File: src/rtl/perf_snapshot_ctrl.sv
// Performance-counter snapshot controller: sweeps a counter bank into a stream, sharing the bank port with a CSR port.
// Optional clear-after-sample support is enabled by defining PERF_SNAP_CLEAR_EN.
module perf_snapshot_ctrl #(
    parameter int unsigned NR_COUNTERS = 16,
    parameter int unsigned PERIOD_W    = 16
) (
    input  logic                clk_i,
    input  logic                rst_ni,
    input  logic                enable_i,
    input  logic [PERIOD_W-1:0] period_i,
    input  logic                start_i,
    input  logic                clear_on_read_i,
    input  logic                csr_req_i,
    input  logic                csr_we_i,
    input  logic [4:0]          csr_addr_i,
    input  logic [63:0]         csr_wdata_i,
    output logic                csr_gnt_o,
    output logic [63:0]         csr_rdata_o,
    output logic [4:0]          ctr_addr_o,
    output logic                ctr_we_o,
    output logic [63:0]         ctr_wdata_o,
    input  logic [63:0]         ctr_rdata_i,
    output logic                snap_valid_o,
    input  logic                snap_ready_i,
    output logic [4:0]          snap_idx_o,
    output logic [63:0]         snap_data_o,
    output logic                snap_last_o,
    output logic                busy_o,
    output logic [7:0]          overrun_cnt_o
);

    localparam int unsigned IDX_W  = 5;
    localparam int unsigned DATA_W = 64;
    localparam int unsigned OVR_W  = 8;

    typedef enum logic [1:0] {IDLE, SAMPLE, OUT} state_e;

    state_e              state_q, state_d;
    logic [PERIOD_W-1:0] timer_q;
    logic [IDX_W-1:0]    idx_q;
    logic [OVR_W-1:0]    overrun_q;
    logic                snap_valid_q, snap_last_q;
    logic [IDX_W-1:0]    snap_idx_q;
    logic [DATA_W-1:0]   snap_data_q;
    logic                timer_trig, trigger, sample_go, beat_done;

    // Periodic timer: fires once every period_i enabled cycles
    assign timer_trig = enable_i && (period_i != '0) && (timer_q == period_i - PERIOD_W'(1));
    assign trigger    = timer_trig | start_i;

    always_ff @(posedge clk_i or negedge rst_ni) begin
        if (!rst_ni) begin
            timer_q <= '0;
        end else if (!enable_i || (period_i == '0) || timer_trig) begin
            timer_q <= '0;
        end else begin
            timer_q <= timer_q + PERIOD_W'(1);
        end
    end

    always_ff @(posedge clk_i or negedge rst_ni) begin
        if (!rst_ni) begin
            state_q <= IDLE;
        end else begin
            state_q <= state_d;
        end
    end

    always_comb begin
        state_d   = state_q;
        sample_go = 1'b0;
        beat_done = 1'b0;
        case (state_q)
            IDLE: begin
                if (trigger) state_d = SAMPLE;
            end
            SAMPLE: begin
                if (!csr_req_i) begin
                    sample_go = 1'b1;
                    state_d   = OUT;
                end
            end
            OUT: begin
                if (snap_ready_i) begin
                    beat_done = 1'b1;
                    state_d   = snap_last_q ? IDLE : SAMPLE;
                end
            end
            default: state_d = IDLE;
        endcase
    end

    // Sweep index, dropped-trigger counter and the captured beat
    always_ff @(posedge clk_i or negedge rst_ni) begin
        if (!rst_ni) begin
            idx_q        <= '0;
            overrun_q    <= '0;
            snap_valid_q <= 1'b0;
            snap_last_q  <= 1'b0;
            snap_idx_q   <= '0;
            snap_data_q  <= '0;
        end else begin
            if (state_q == IDLE && trigger) begin
                idx_q <= '0;
            end else if (beat_done && !snap_last_q) begin
                idx_q <= idx_q + IDX_W'(1);
            end
            if (trigger && state_q != IDLE && overrun_q != '1) begin
                overrun_q <= overrun_q + OVR_W'(1);
            end
            if (sample_go) begin
                snap_valid_q <= 1'b1;
                snap_data_q  <= ctr_rdata_i;
                snap_idx_q   <= idx_q;
                snap_last_q  <= (idx_q == IDX_W'(NR_COUNTERS - 1));
            end else if (beat_done) begin
                snap_valid_q <= 1'b0;
            end
        end
    end

    // Bank port mux: CSR always wins; reset forces the write enable and read data low
    always_comb begin
        ctr_addr_o  = idx_q;
        ctr_we_o    = 1'b0;
        ctr_wdata_o = '0;
        csr_rdata_o = '0;
        if (rst_ni) begin
            if (csr_req_i) begin
                ctr_addr_o  = csr_addr_i;
                ctr_we_o    = csr_we_i;
                ctr_wdata_o = csr_wdata_i;
                csr_rdata_o = ctr_rdata_i;
            end else if (sample_go) begin
`ifdef PERF_SNAP_CLEAR_EN
                ctr_we_o = clear_on_read_i;
`endif
            end
        end
    end

`ifndef PERF_SNAP_CLEAR_EN
    logic unused_clear_on_read;
    assign unused_clear_on_read = clear_on_read_i;
`endif

    assign csr_gnt_o     = csr_req_i;
    assign busy_o        = (state_q != IDLE);
    assign overrun_cnt_o = overrun_q;
    assign snap_valid_o  = snap_valid_q;
    assign snap_idx_o    = snap_idx_q;
    assign snap_data_o   = snap_data_q;
    assign snap_last_o   = snap_last_q;

endmodule

File: config.mk
export PLATFORM = sky130hd
export DESIGN_NAME = perf_snapshot_ctrl
export DESIGN_NICKNAME = d
export VERILOG_FILES = /design/src/rtl/perf_snapshot_ctrl.sv
export SDC_FILE = /design/constraint.sdc
export NUM_CORES = 1
export LEC_CHECK = 0
export BUFFER_PORTS_ARGS = -buffer_cell sky130_fd_sc_hd__clkbuf_2
export CORE_AREA = 3 3 144 146
export DETAILED_ROUTE_END_ITERATION = 12
export DIE_AREA = 0 0 147 149
export GPL_ROUTABILITY_DRIVEN = 0
export PLACE_DENSITY_LB_ADDON = 0.3
export RECOVER_POWER = 50
export SYNTH_ARGS = -nofsm -noshare
export SYNTH_HDL_FRONTEND = slang
export SYNTH_SLANG_ARGS = --single-unit
File: constraint.sdc
create_clock -name clk_i -period 7 [get_ports clk_i]
set_input_delay 1.4 -clock clk_i [delete_from_list [all_inputs] [get_ports clk_i]]
set_output_delay 1.4 -clock clk_i [all_outputs]
set_load 0.1 [all_outputs]
Word-level counts from Yosys, hierarchy flattened
Cells that the tools add are included.
{"block": "classes", "n_addsub": 4, "n_eq_ne": 8, "muxes": 22, "bitwise_logic": 1, "n_reduce_logical": 17}
{"cell": "$mux W64", "count": 4}
{"cell": "$mux W5", "count": 4}
{"cell": "$add A16 B1 Y16 const B", "count": 1}
{"cell": "$eq A16 B16 Y1", "count": 1}
{"cell": "$logic_not A16 Y1", "count": 1}
{"cell": "$mux W16", "count": 1}
{"cell": "$reduce_bool A16 Y1", "count": 1}
{"cell": "$sub A16 B1 Y16 const B", "count": 1}
{"cell": "$mux W1", "count": 9}
{"cell": "$add A8 B1 Y8 const B", "count": 1}
{"cell": "$ne A8 B8 Y1 const B", "count": 1}
{"cell": "$logic_and A1 B1 Y1", "count": 6}
{"cell": "$mux W2", "count": 3}
{"cell": "$ne A2 B2 Y1 const B", "count": 3}
{"cell": "$pmux W2 S3", "count": 1}
{"cell": "$reduce_bool A2 Y1", "count": 3}
{"cell": "$add A5 B1 Y5 const B", "count": 1}
{"cell": "$eq A5 B4 Y1 const B", "count": 1}
{"cell": "$reduce_and A3 Y1", "count": 1}
{"cell": "$eq A2 B1 Y1 const B", "count": 1}
{"cell": "$eq A2 B2 Y1 const B", "count": 1}
{"cell": "$logic_not A1 Y1", "count": 2}
{"cell": "$logic_not A2 Y1", "count": 1}
{"cell": "$logic_or A1 B1 Y1", "count": 2}
{"cell": "$or A1 B1 Y1", "count": 1}
{"block": "word_totals", "register_bits": 102, "inputBits": 157, "elab_cells": 60}

Logic depth before layout (Yosys ltp)
Gate-level depths: netlist (run 1).
{"block": "depth", "ltp_word": 6, "mapped_depth": 12, "ltp_nobuf": 10}

Worst setup path after synthesis (run 1)
No wires, ideal clock.
{"block": "synth_timing", "path_kind": "input-to-output", "from": "in rst_ni", "to": "out csr_rdata_o[0]", "arrival_time_ns": 2.668, "required_ns": 5.600, "setup_slack_ns": 2.932, "stages": 3, "cell_sequence": "clkbuf_1 -> clkbuf_1 -> and3_1"}
{"block": "synth_via", "elab_chain_cells": 1}
{"element": "start, declared", "line_no": "8", "source": "input logic rst_ni,"}
{"element": "$mux W64", "line_no": "128", "source": "if (rst_ni) begin"}
{"element": "end, declared", "line_no": "18", "source": "output logic [63:0] csr_rdata_o,"}
Every way passes these cells.

Worst setup path in the final report (run 1)
{"block": "layout_timing", "from": "in csr_req_i", "to": "out ctr_wdata_o[34]"}
{"block": "layout_via", "elab_chain_cells": 2}
{"element": "start, declared", "line_no": "13", "source": "input logic csr_req_i,"}
{"element": "$mux W64", "line_no": "129", "source": "if (csr_req_i) begin"}
{"element": "$mux W64", "line_no": "128"}
{"element": "end, declared", "line_no": "21", "source": "output logic [63:0] ctr_wdata_o,"}
Every way passes these cells.

==> results.json, run 1 <==
{
  "status": "finished with violations",
  "violations": "capacitance limit, slew limit",
  "post_cts_resized": 0,
  "worstSetupStartpointType": "input port",
  "yosys.area.top_type": "dfrtp_1",
  "drive_above_1_share_pct": 44.7,
  "yosys_warnings": 0,
  "required_ps": 5600,
  "grt_pass1_vias": 4972,
  "cts_buffers": 9,
  "drv_slew": 80,
  "hpwlAfterDp_um": 16100,
  "syn_inst": 539,
  "synth_top_area_share_pct": 44.8,
  "p_per_area_nw_per_um2": 527,
  "row_count": 51,
  "min_delay_path_depth": 1,
  "cts_htree_levels": 3,
  "syn_area_um2": 5690,
  "synth_edf_count": 0,
  "antenna_left": 0,
  "r2r-end": "snap_data_o[17]$_DFFE_PN0P_",
  "final_nets": 1043,
  "power.leakage_nw": 4.29,
  "setup_viol": 0,
  "routedWlPerCell_um": 17.7,
  "hold_start": "overrun_cnt_o[4]$_DFFE_PN0P_",
  "max_cap_viol_count": 2,
  "tritoncts": "built",
  "port_buffers": 370,
  "grt_pass1_wl_um": 29500,
  "grt_setup_unrepaired": "no",
  "met1_usage_pct": 23.4,
  "io_pins": 372,
  "grt_use_met2_pct": 24.1,
  "fp.dieArea_um2": 21900,
  "tns_ps": 0,
  "initial_utilization_pct": 29.2,
  "core-area_um2": 19500,
  "grt_util_all_layers_pct": 17.4,
  "routed_via_density": 4.62,
  "ys_seq_area_share_pct": 44.8,
  "via_count": 5323,
  "finalPower_w": 0.00419,
  "crit_fanout": 54,
  "crit_type": "input port to primary output",
  "drcViolationCount": 0,
  "multi_input_area_um2": 2930,
  "grtUsageMet3_pct": 9.97,
  "period_needed_ps": 5380,
  "grt_max_degree": 123,
  "fp.dieH_um": 149,
  "worstSkewPairLatency_ps": 350,
  "skew_ps": 7.80,
  "grt_overflow_total": 0,
  "r2r.worst_path.cells": 4,
  "antenna_found_initial": 2,
  "cts_setup_buffers": 0,
  "clk_pin_slew_ps": 70,
  "ys_ff_latch": 102,
  "die_x_um": 147,
  "hold_end": "overrun_cnt_o[4]$_DFFE_PN0P_",
  "r2r_slack_ps": 3410,
  "r2r_start": "state_q[1]$_DFFE_PN0P_",
  "cts_root_buf": "clkbuf_16",
  "vdd_drop_max_mv": 0.284,
  "ys.flop_type": "dfrtp_1",
  "critPathArrivalTime_ps": 3980,
  "ys_types": 53,
  "finalHoldViolations": 0,
  "synth_area_leaders": "dfrtp_1 (45%), and3_1 (15%), mux2_2 (15%)",
  "hold_path.class": "register to register",
  "post-route-period-util_pct": 76.9,
  "final_core_util_pct": 40.7,
  "clock_sinks": 102,
  "fmax_mhz": 186,
  "busiest_layer": "met2",
  "layout.area.seq_um2": 2550,
  "drt_first_iter_violations": 217,
  "synth_nets": 702,
  "wirelength_um": 20400,
  "ctsHoldBuffers": 0,
  "area_growth_pct": 39.5,
  "firstDrtPassIters": 4,
  "cts_buffer_depth": 2,
  "tightest_slew_ps": 1750,
  "fill_cells": 2029,
  "syn_area_per_cell_um2": 10.6,
  "ys_async_sr_fraction_pct": 100,
  "slew_headroom_pct": -17.0,
  "end_kind": "primary output"
}
## area by class of cell
class,instances,area share [%]
Antenna cell,2,0.0630
Clock buffer,12,3.10
Clock inverter,4,0.709
Inverter,7,0.331
Multi-Input combinational cell,385,36.8
Sequential cell,102,32.1
Tap cell,265,4.17
Timing Repair Buffer,375,22.7
## state kept, by name (all words and copies together), names as in the netlist
| name | count |
|---|---|
| overrun_cnt_o | 8 |
| snap_valid_o | 1 |
| snap_last_o | 1 |
| snap_data_o | 64 |
| idx_q | 5 |
| state_q | 2 |
| snap_idx_o | 5 |
| timer_q | 16 |
## layout by cell type, fill, tap and decap left out, types with 11 or more instances in the layout
cell / synthesis / routed
nor2_1: 34 / 34
xnor2_1: 22 / 22
and3_1: 139 / 139
clkbuf_2: 1 / 289
nand3_1: 11 / 11
nand2_1: 11 / 11
mux2_2: 75 / 75
xor2_1: 20 / 20
clkbuf_1: 40 / 84
dfrtp_1: 102 / 102
## metal layers
metal  vias up  wire [um]
li1       2605          -
met1      2502       8990
met2       202       8390
met3        14       2800
met4         0        211
met5         -          0
## cell usage after synthesis, drive strengths merged (2+ instances only)
cell	count
xnor2	22
inv	7
xor2	20
or2	2
mux2	76
buf	4
nand4	7
nor3b	4
nand2	11
nor2	34
nand3b	2
a311oi	2
clkbuf	41
mux2i	4
dfrtp	102
a31o	2
nand3	12
a31oi	4
o21ai	3
a21oi	3
nor3	5
and3	140
nor4	3
and2	2
nor4b	2
nand4b	2
nor2b	3
ha	6
## how the worst max path moves through the flow
| stage | startpoint | to | depth (start not counted) |
|---|---|---|---|
| CTS | csr_req_i | ctr_wdata_o[34] | 4 |
| detailed placement | csr_req_i | ctr_wdata_o[34] | 4 |
| global route | csr_req_i | ctr_wdata_o[34] | 4 |
| finish | csr_req_i | ctr_wdata_o[34] | 4 |
| floorplan | rst_ni | csr_rdata_o[0] | 3 |
| global placement | csr_req_i | ctr_wdata_o[34] | 4 |
## where the power goes
part	internal [W]	switching, W	total (W)	leakage, nW
Combinational	0.000414	0.00230	0.00272	2.88
Sequential	0.000820	0.000133	0.000953	1.26
Clock	0.000290	0.000229	0.000518	0.147
Total	0.00152	0.00267	0.00419	4.29
## cells by family (layout without fill, tap and decap cells)
logic type	after synthesis	count (layout)	share of synthesized area, %
AO/OA/AOI/OAI	23	23	3.01
other	0	2	0
flip-flops	102	102	44.8
adder cells (fa/ha/maj)	6	6	1.32
AND/OR/NAND/NOR	234	234	24.8
buffers and inverters	52	398	3.80
XOR/XNOR	42	42	6.46
multiplexers	80	80	15.8
## per-stage QoR
step | cells | hold WS [ps] | cell area (um2) | setup slack, ps
final | 1152 | 497 | 7940 | 1620
after global routing | 1150 | 513 | 7940 | 1300
after CTS | 1150 | 499 | 8050 | 2340
after detailed placement | 1134 | 483 | 7750 | 2340
after global placement | 1134 | 485 | 7750 | 2340
after floorplan | 539 | 477 | 5690 | 2930
## worst max-delay path, stage by stage
cell      delay (ps)
clkbuf_1        1190
buf_4            540
and3_1           310
clkbuf_2         490
Power figures use the tool's default switching activity.
==> run 2: changes to the inputs <==
--- a/config.mk
+++ b/config.mk
@@ -5,10 +5,11 @@
 export SDC_FILE = /design/constraint.sdc
 export NUM_CORES = 1
 export LEC_CHECK = 0
+export ABC_AREA = 1
 export BUFFER_PORTS_ARGS = -buffer_cell sky130_fd_sc_hd__clkbuf_2
-export CORE_AREA = 3 3 144 146
+export CORE_AREA = 3 3 142 144
 export DETAILED_ROUTE_END_ITERATION = 12
-export DIE_AREA = 0 0 147 149
+export DIE_AREA = 0 0 145 147
 export GPL_ROUTABILITY_DRIVEN = 0
 export PLACE_DENSITY_LB_ADDON = 0.3
 export RECOVER_POWER = 50
==> constraint.sdc (replaced) <==
create_clock -name clk_i -period 5.5 [get_ports clk_i]
set_input_delay 1.1 -clock clk_i [delete_from_list [all_inputs] [get_ports clk_i]]
set_output_delay 1.1 -clock clk_i [all_outputs]
set_load 0.1 [all_outputs]
==> run 2 against run 1 <==
Net effect:
- the run still ends with capacitance limit, slew limit left
- non-clock buffer count is 1 higher
- sequential share of layout area is 0.77 points lower
- first-iteration DRC count is 21% higher
- register-to-register slack worse by 950 ps
- global-route usage is 1.5 points higher
- routed wire length is 1.0% higher
- clock skew is 1.6 ps lower
- worst hold slack worse by 14 ps
- clock-buffer cell count is 2 lower
- area after synthesis is 2.7% higher
- worst setup slack better by 9.9 ps
- core utilization is 2.5 points higher
==> results.json, run 2 <==
{
  "crit_type": "input port to primary output",
  "yosys.area_share.simple_pct": 29.3,
  "p_sw_w": 0.00323,
  "ys.flop_type": "dfrtp_1",
  "synth_area_leaders": "dfrtp_1 (44%), nor2_1 (12%), inv_1 (11%)",
  "final_core_util_pct": 43.2,
  "ys_ff_latch": 102,
  "n_antenna_cell": 0,
  "p_comb_share_pct": 63.1,
  "slew_headroom_pct": -90.2,
  "grt_util_all_layers_pct": 18.8,
  "post_cts_resized": 0,
  "yosys_warnings": 0,
  "firstDrtPassIters": 5,
  "setup_viol": 0,
  "power.leakage_nw": 4.78,
  "ys_async_sr_fraction_pct": 100,
  "antenna_found_initial": 1,
  "ys_seq_area_share_pct": 43.7,
  "tritoncts": "built",
  "final_nets": 1359,
  "synth_commonest_cells": "nor2_1 (192), inv_1 (169), nand2_1 (159)",
  "tns_ps": 0,
  "path_cells": "clkbuf_1 > nand2_4 > buf_4 > nor2_1 > clkbuf_2",
  "synth_nets": 1005,
  "drcViolationCount": 0,
  "p_int_w": 0.00173,
  "required_ps": 4400,
  "multi_input_area_um2": 2530,
  "synth_edf_count": 0,
  "max_cap_viol_count": 2,
  "antenna_left": 0,
  "tightest_slew_ps": 2850,
  "fp.dieH_um": 147,
  "clk_pin_slew_ps": 70,
  "synth_xor_area_share_pct": 4.79,
  "final_common_cell": "clkbuf_2",
  "critPathArrivalTime_ps": 2770,
  "routedWlPerCell_um": 14.1,
  "synthMuxAreaShare_pct": 0,
  "grt_pass1_wl_um": 31800,
  "hold_path.class": "register to register",
  "grt_max_degree": 123,
  "r2r_start": "state_q[0]$_DFFE_PN0P_",
  "vdd_drop_max_mv": 0.275,
  "ctsHoldBuffers": 0,
  "hold_start": "snap_data_o[47]$_DFFE_PN0P_",
  "violations": "capacitance limit, slew limit",
  "hpwlAfterDp_um": 16900,
  "wirelength_um": 20600,
  "power.share.clock_pct": 13.0,
  "final_cell_mix": "clkbuf_2 (290), nor2_1 (192), inv_1 (169), nand2_1 (158), dfrtp_1 (102)",
  "cts_htree_levels": 3,
  "port_buffers": 370,
  "synthAdderAreaFrac_pct": 1.28,
  "p_seq_share_pct": 23.8,
  "finalHoldViolations": 0,
  "core-area_um2": 18800,
  "layout.area.seq_um2": 2550,
  "syn_area_per_cell_um2": 6.94,
  "period_needed_ps": 3870,
  "crit_path_top_delay_cell": "clkbuf_2",
  "post-route-period-util_pct": 70.4,
  "routed_via_density": 4.23,
  "switching_share_pct": 65.1,
  "syn_area_um2": 5850,
  "startpoint": "csr_req_i",
  "end_kind": "primary output",
  "yosys.area.top_type": "dfrtp_1",
  "worstSetupStartpointType": "input port",
  "via_count": 6184,
  "slowest_delay_ps": 490,
  "synth_top_area_share_pct": 43.7,
  "status": "finished with violations",
  "fp.dieArea_um2": 21300,
  "syn_inst": 842,
  "ys_types": 31,
  "worstSkewPairLatency_ps": 340,
  "initial_utilization_pct": 31.0,
  "synth_top_family_by_area": "simple AND/OR/NAND/NOR gates",
  "io_pins": 372,
  "grt_setup_unrepaired": "no",
  "drive_above_1_share_pct": 27.2,
  "die_x_um": 145,
  "cts_setup_buffers": 0,
  "fill_cells": 2033,
  "synth.most_common_cell": "nor2_1",
  "cts_root_buf": "clkbuf_16",
  "r2r_slack_ps": 2460,
  "row_count": 50,
  "grt_pass1_vias": 5901,
  "area_growth_pct": 39.2,
  "clock_sinks": 102,
  "cts_buffer_depth": 2,
  "drt_first_iter_violations": 263,
  "p_per_area_nw_per_um2": 609,
  "grt_overflow_total": 0,
  "largest_reg_flops": 64,
  "synth_compound_gate_area_share_pct": 7.88,
  "skew_ps": 6.24,
  "fmax_mhz": 258,
  "cts_buffers": 9,
  "crit_fanout": 54,
  "drv_slew": 176
}
## run 2: cell types whose count changed in the layout (fill, tap and decap cells not counted), sizes merged, moves of 9 or more
cell	delta
inv	+165
nor2	+165
nand2	+153
and3	-140
mux2	-76
o21ai	+75
xnor2	-11
a21oi	+9
## run 2: through the flow
| step | area, um2 | total power (W) | setup WS [ps] | hold WS [ps] | instances |
|---|---|---|---|---|---|
| 6_report | 8140 | 0.00495 | 1630 | 483 | 1461 |
| 5_1_grt | 8140 | 0.00518 | 1100 | 509 | 1461 |
| 3_5_place_dp | 7960 | 0.00441 | 1690 | 473 | 1445 |
| 2_1_floorplan | 5850 | 0.00380 | 1410 | 472 | 842 |
| 4_1_cts | 8260 | 0.00507 | 1680 | 490 | 1461 |
| 3_3_place_gp | 7960 | 0.00438 | 1710 | 458 | 1445 |
## run 2: per-layer routing
layer	share of wire [%]	global-route usage, %
met1	43	23.5
met4	1.1	3.28
met2	51	33.3
met3	5.7	5.03
met5	0	0
## run 2: critical path: cells and delay by family
family	cells	cell delay, ps
buffers and inverters	3	1130
AND/OR/NAND/NOR	2	480
## run 2: cells by family (layout without fill, tap and decap cells)
group | after synthesis | after routing
AND/OR/NAND/NOR | 408 | 408
buffers and inverters | 203 | 562
flip-flops | 102 | 102
AO/OA/AOI/OAI | 91 | 91
XOR/XNOR | 32 | 32
adder cells (fa/ha/maj) | 6 | 6
## run 2: final cells by class
class,count,area share [%]
clock buffers,10,2.81
clock inverters,6,0.861
inverters,170,7.84
multi-input cells,537,31.1
flip-flops and latches,102,31.4
well taps,260,4.00
repair buffers,376,22.0
## run 2: final timing paths
| check | cells past startpoint | endpoint |
|---|---|---|
| max in group asynchronous | 3 | timer_q[11]$_DFF_PN0_ |
| setup / recovery | 5 | ctr_wdata_o[44] |
| hold reg to reg | 2 | snap_data_o[47]$_DFFE_PN0P_ |
| hold / removal | 2 | snap_data_o[47]$_DFFE_PN0P_ |
| setup reg to reg | 3 | snap_data_o[34]$_DFFE_PN0P_ |
| min in group asynchronous | 2 | overrun_cnt_o[6]$_DFFE_PN0P_ |
## run 2: power groups by stage
stage               clock network, W  logic [W]  registers, W
floorplan                          0   0.000820       0.00298
global placement                   0    0.00320       0.00118
detailed placement                 0    0.00322       0.00119
CTS                         0.000675    0.00322       0.00118
global route                0.000707    0.00326       0.00122
finish                      0.000646    0.00313       0.00118
